File: config.mk
export PLATFORM = sky130hd
export DESIGN_NAME = fir_wb_sequencer
export DESIGN_NICKNAME = d
export VERILOG_FILES = /design/src/rtl/fir_wb_sequencer.sv
export SDC_FILE = /design/constraint.sdc
export NUM_CORES = 1
export LEC_CHECK = 0
export ABC_CLOCK_PERIOD_IN_PS = 20600
export BUFFER_PORTS_ARGS = -buffer_cell sky130_fd_sc_hd__buf_4
export CAP_MARGIN = 40
export CORE_UTILIZATION = 40
export CTS_BUF_LIST = sky130_fd_sc_hd__clkbuf_8
export CTS_CLUSTER_SIZE = 10
export DETAILED_ROUTE_END_ITERATION = 10
export PLACE_DENSITY = 0.69
export SYNTH_ARGS = -nofsm -noshare
export SYNTH_HDL_FRONTEND = slang
export SYNTH_SLANG_ARGS = --single-unit
export TNS_END_PERCENT = 5
File: constraint.sdc
create_clock -name wb_clk_i -period 20.6 [get_ports wb_clk_i]
set_input_delay 2.06 -clock wb_clk_i [delete_from_list [all_inputs] [get_ports wb_clk_i]]
set_output_delay 2.06 -clock wb_clk_i [all_outputs]
set_load 0.01 [all_outputs]
File: src/rtl/fir_wb_sequencer.sv
// Wishbone master that streams samples through a memory-mapped FIR core:
// programs the length, starts it, pushes each X, pulls each Y, then polls for ap_done.
module fir_wb_sequencer #(
    parameter logic [31:0] BASE_ADDR   = 32'h3000_0000,
    parameter int unsigned ACK_TIMEOUT = 255,
    parameter int unsigned POLL_MAX    = 1023
) (
    input  logic        wb_clk_i,
    input  logic        wb_rst_i,
    input  logic        start,
    input  logic [31:0] len,
    output logic        busy,
    output logic        done,
    output logic        err,
    input  logic        x_valid,
    output logic        x_ready,
    input  logic [31:0] x_data,
    output logic        y_valid,
    output logic [31:0] y_data,
    output logic        m_cyc_o,
    output logic        m_stb_o,
    output logic        m_we_o,
    output logic [3:0]  m_sel_o,
    output logic [31:0] m_adr_o,
    output logic [31:0] m_dat_o,
    input  logic [31:0] m_dat_i,
    input  logic        m_ack_i
);

    typedef enum logic [2:0] {
        IDLE, WR_LEN, WR_START, GET_X, WR_X, RD_Y, POLL, FINISH
    } state_t;

    localparam logic [31:0] OFF_CTRL = 32'h00;
    localparam logic [31:0] OFF_LEN  = 32'h10;
    localparam logic [31:0] OFF_X    = 32'h80;
    localparam logic [31:0] OFF_Y    = 32'h84;
    localparam logic [31:0] WAIT_LAST = 32'(ACK_TIMEOUT - 1);
    localparam logic [31:0] POLL_LAST = 32'(POLL_MAX - 1);

    state_t      state, state_next;
    logic [31:0] len_q, x_q, sample_cnt, wait_cnt, poll_cnt;

    logic        bus_state, launch, acked, timeout, poll_abort, accept, x_fire;
    logic        req_we;
    logic [31:0] req_adr, req_dat;

    // Ack only counts while a cycle is open; a stray ack with cyc low is ignored.
    assign acked   = m_cyc_o & m_ack_i;
    assign timeout = m_cyc_o & ~m_ack_i & (wait_cnt == WAIT_LAST);
    assign launch  = bus_state & ~m_cyc_o;
    assign x_ready = (state == GET_X);
    assign x_fire  = x_ready & x_valid;

    always_comb begin
        // NOTE: every combinational output gets a default first so no path infers a latch.
        state_next = state;
        bus_state  = 1'b0;
        req_we     = 1'b0;
        req_adr    = BASE_ADDR + OFF_CTRL;
        req_dat    = '0;
        accept     = 1'b0;
        poll_abort = 1'b0;
        case (state)
            IDLE: begin
                if (start) begin
                    accept     = 1'b1;
                    state_next = (len == '0) ? FINISH : WR_LEN;
                end
            end
            WR_LEN: begin
                bus_state = 1'b1;
                req_we    = 1'b1;
                req_adr   = BASE_ADDR + OFF_LEN;
                req_dat   = len_q;
                if (acked) state_next = WR_START;
            end
            WR_START: begin
                bus_state = 1'b1;
                req_we    = 1'b1;
                req_dat   = 32'h1;
                if (acked) state_next = GET_X;
            end
            GET_X: begin
                if (x_fire) state_next = WR_X;
            end
            WR_X: begin
                bus_state = 1'b1;
                req_we    = 1'b1;
                req_adr   = BASE_ADDR + OFF_X;
                req_dat   = x_q;
                if (acked) state_next = RD_Y;
            end
            RD_Y: begin
                bus_state = 1'b1;
                req_adr   = BASE_ADDR + OFF_Y;
                // sample_cnt never exceeds len_q-1 here, so the +1 cannot wrap.
                if (acked) state_next = (sample_cnt + 32'd1 != len_q) ? GET_X : POLL;
            end
            POLL: begin
                bus_state = 1'b1;
                if (acked) begin
                    if (m_dat_i[1]) begin
                        state_next = FINISH;
                    end else if (poll_cnt == POLL_LAST) begin
                        poll_abort = 1'b1;
                        state_next = FINISH;
                    end
                end
            end
            FINISH:  state_next = IDLE;
            default: state_next = IDLE;
        endcase
        if (timeout) state_next = FINISH;
    end

    // NOTE: all state uses non-blocking assignments so every register samples pre-edge values.
    always_ff @(posedge wb_clk_i or posedge wb_rst_i) begin
        if (wb_rst_i) begin
            state      <= IDLE;
            busy       <= 1'b0;
            done       <= 1'b0;
            err        <= 1'b0;
            y_valid    <= 1'b0;
            y_data     <= '0;
            len_q      <= '0;
            x_q        <= '0;
            sample_cnt <= '0;
            poll_cnt   <= '0;
            wait_cnt   <= '0;
            m_cyc_o    <= 1'b0;
            m_stb_o    <= 1'b0;
            m_we_o     <= 1'b0;
            m_sel_o    <= '0;
            m_adr_o    <= '0;
            m_dat_o    <= '0;
        end else begin
            state   <= state_next;
            done    <= (state == FINISH);
            y_valid <= (state == RD_Y) && acked;

            if (accept) begin
                len_q      <= len;
                sample_cnt <= '0;
                poll_cnt   <= '0;
                err        <= 1'b0;
                busy       <= 1'b1;
            end
            if (state == FINISH) busy <= 1'b0;
            if (timeout || poll_abort) err <= 1'b1;

            if (x_fire) x_q <= x_data;
            if ((state == RD_Y) && acked) begin
                y_data     <= m_dat_i;
                sample_cnt <= sample_cnt + 32'd1;
            end
            if ((state == POLL) && acked) poll_cnt <= poll_cnt + 32'd1;

            // One classic cycle per state visit: open the cycle after entry, close on ack or timeout.
            if (launch) begin
                m_cyc_o  <= 1'b1;
                m_stb_o  <= 1'b1;
                m_we_o   <= req_we;
                m_sel_o  <= 4'hF;
                m_adr_o  <= req_adr;
                m_dat_o  <= req_dat;
                wait_cnt <= '0;
            end else if (acked || timeout) begin
                m_cyc_o <= 1'b0;
                m_stb_o <= 1'b0;
                m_we_o  <= 1'b0;
            end else if (m_cyc_o) begin
                wait_cnt <= wait_cnt + 32'd1;
            end
        end
    end

endmodule

==> results.json <==
{
  "grt_setup_unrepaired": "no",
  "grt_max_degree": 102,
  "fp-row-count": 62,
  "setup_viol": 0,
  "max-vdd-ir-drop_mv": 0.0602,
  "setup_tns_ns": 0,
  "cts_root_buf": "clkbuf_8",
  "track_usage": 0.200,
  "crit_top_cell": "nor3_1",
  "fill_cells": 2689,
  "wl_per_cell_um": 17.1,
  "p_total_mw": 1.63,
  "clk_latency_ns": 0.54,
  "drive_gt1_frac": 0.231,
  "cts_resized": 0,
  "ctsHtreeMaxLevel": 2,
  "synth_cell_types": 59,
  "clock.fmax_mhz": 228,
  "syn_area_um2": 11900,
  "cp_slowest_stage_delay_ns": 0.66,
  "cts.clk_slew.worst_paths_ns": 0.06,
  "drc": 0,
  "worstMarginPinSlew_ns": 0.842,
  "synth_edf_count": 0,
  "wl_met1_um": 13700,
  "clock_path_buffers": 3,
  "syn_avg_cell_area_um2": 9.70,
  "grt_pass1_wl_um": 49300,
  "synth_warnings": 0,
  "vias": 9828,
  "crit_buf_inv": 1,
  "top_layer_used": "met4",
  "ctsHoldBuffers": 0,
  "p_per_area_nw_per_um2": 115,
  "cts_tree": "yes",
  "die_area_um2": 30400,
  "first_iter_violations": 824,
  "critPathLaunchType": "input port",
  "worst_hold_path_type": "reg -> reg",
  "port_buffers": 181,
  "start_util": 0.410,
  "antenna_found_initial": 0,
  "diodes": 0,
  "overflow": 0,
  "dpl.hpwl_um": 21400,
  "grt_pass1_vias": 9149,
  "cts_sinks": 237,
  "cp_top_family": "simple AND/OR/NAND/NOR gates",
  "finalClockSkew_ns": 0.0134,
  "routabilityCongestion": 0.947,
  "async_flop_share": 1.00,
  "hold_viol_final": 0,
  "crit_arrival_ns": 4.84,
  "met3WireLength_um": 1800,
  "synth_flop_cell": "dfrtp_1",
  "via_per_inst": 5.51,
  "required_ns": 21.05,
  "worstSetupPathType": "in -> reg",
  "syn-instance-count": 1226,
  "routed_wl_um": 30500,
  "drv_cap": 0,
  "final_nets": 1486,
  "core_area_um2": 29000,
  "path_cells": "buf_4 > nor2b_1 > or4b_2 > nor3_1 > nor3_1 > nand4_1 > nor2_1 > nand3_1 > mux2i_1",
  "drtPass1Iterations": 5,
  "synthTopCellsByArea": "dfrtp_1, nand2_1, mux2_2",
  "finalCritPeriodShare": 0.213,
  "dpl.cell_count": 1724,
  "p_leak_nw": 6.42,
  "fin_crit_ns": 4.39,
  "slowest_stage": "nor3_1",
  "relSlewSlack": 0.439,
  "area_growth_syn_to_layout_pct": 18.5,
  "die-width_um": 174,
  "synth-seq-cells": 237,
  "cts_buffers": 38,
  "postCtsSetupBuffers": 0,
  "ant_nets": 0,
  "dr_wl_met2_um": 14300,
  "worstPathMaxFanout": 13,
  "cp-end-kind": "flop",
  "synth_top_cell_by_area": "dfrtp_1",
  "die_h_um": 174,
  "synth_top_area_frac": 0.499,
  "ys_seq_area_frac": 0.499,
  "io_pins": 209,
  "status": "completed",
  "fin_cells": 1784,
  "finalMaxSlewViolations": 0
}
==> Yosys cell counts, types with 4 or more instances <==
master,n
or4_1,4
and3_1,13
nor4_1,26
a211oi_1,6
buf_1,7
nand3b_1,4
or3_1,10
inv_1,16
a21oi_1,16
nand4_1,31
o41ai_1,6
o31ai_1,26
nor2b_1,9
nand2b_1,4
mux2_2,65
xor2_1,9
nor3_1,18
nand2_1,230
mux2i_1,35
xnor2_1,32
buf_2,16
and4_1,8
buf_4,33
and2_1,9
a31oi_1,8
o21ai_0,104
nor2_1,39
nor4b_1,4
a22oi_1,33
dfrtp_1,237
ha_1,5
nand3_1,63
clkbuf_1,49
o211ai_1,13
==> registers in the layout, summed over array words and instances (netlist names), 3 cells and up <==
name	flops
m_dat_o	32
state	3
poll_cnt	32
x_q	32
len_q	32
sample_cnt	32
m_adr_o	4
wait_cnt	32
y_data	32
==> worst paths after layout <==
path | from | end | slack (ns) | cells after the start
max in group asynchronous | wb_rst_i | poll_cnt[20] | 17.79 | 4
worst max register to register | sample_cnt[0] | state[0] | 17.01 | 9
worst min-delay path | y_data[15] | y_data[15] | 0.47 | 2
worst min register to register | y_data[15] | y_data[15] | 0.47 | 2
min in group asynchronous | wb_rst_i | m_adr_o[28] | 1.60 | 2
worst max-delay path | m_ack_i | wait_cnt[20] | 16.21 | 9
==> worst min-delay path, cell delays in order, from the launching register on <==
cell and delay, ns:
dfrtp_1 0.34, nand2_1 0.05, nand2_1 0.05
==> metrics by stage <==
step	utilization	hold slack [ns]	worst slack [ns]	area, um2
finish	0.486	0.473	16.21	14100
global route	0.486	0.488	15.97	14100
CTS	0.486	0.479	16.29	14100
detailed placement	0.464	0.463	15.74	13400
global placement	0.461	0.460	15.85	13400
floorplan	-	0.438	12.04	12000
==> kinds of logic after synthesis <==
family,count (synthesis),share of synthesized area
buffers and inverters,123,0.0522
and+or+nand+nor,487,0.198
other,1,0.000315
muxes,100,0.0910
AOI/OAI and AO/OA,231,0.122
DFF,237,0.499
adders and majority gates,5,0.00526
xor gates and xnor gates,42,0.0322
==> power breakdown <==
group,leakage (nW),internal (mW),total (mW),switching [mW]
sequential,3.11,0.599,0.726,0.127
clock,0.390,0.182,0.366,0.183
combinational,2.92,0.256,0.536,0.281
==> metal layers <==
layer | global-route usage | vias to the layer above
met1 | 0.283 | 4834
met2 | 0.312 | 302
met4 | 0.0607 | 0
met3 | 0.0357 | 53
met5 | 0 | -
li1 | - | 4639
==> cell usage in the layout, fill, tap and decap left out, types with 5 or more instances in the layout <==
master / instances
a211oi_1: 6
a21oi_1: 16
a22oi_1: 33
a31oi_1: 8
and2_1: 9
and3_1: 13
and4_1: 8
buf_4: 192
clkbuf_8: 41
conb_1: 27
dfrtp_1: 237
ha_1: 5
inv_1: 29
mux2_2: 65
mux2i_1: 35
nand2_1: 229
nand3_1: 63
nand4_1: 31
nor2_1: 39
nor2b_1: 9
nor3_1: 17
nor4_1: 26
o211ai_1: 13
o21ai_0: 103
o31ai_1: 26
o41ai_1: 6
or3_1: 9
xnor2_1: 32
xor2_1: 9
==> layout make-up <==
type | instances | area [um2] | area share
clock inverters | 19 | 85.1 | 0.00603
flip-flops and latches | 237 | 5930 | 0.421
repair buffers | 195 | 1520 | 0.108
inverters | 16 | 67.6 | 0.00479
multi-input cells | 892 | 5450 | 0.387
clock buffers | 41 | 564 | 0.0400
well taps | 384 | 480 | 0.0341
Note: power is estimated with default switching activity, not from simulation.
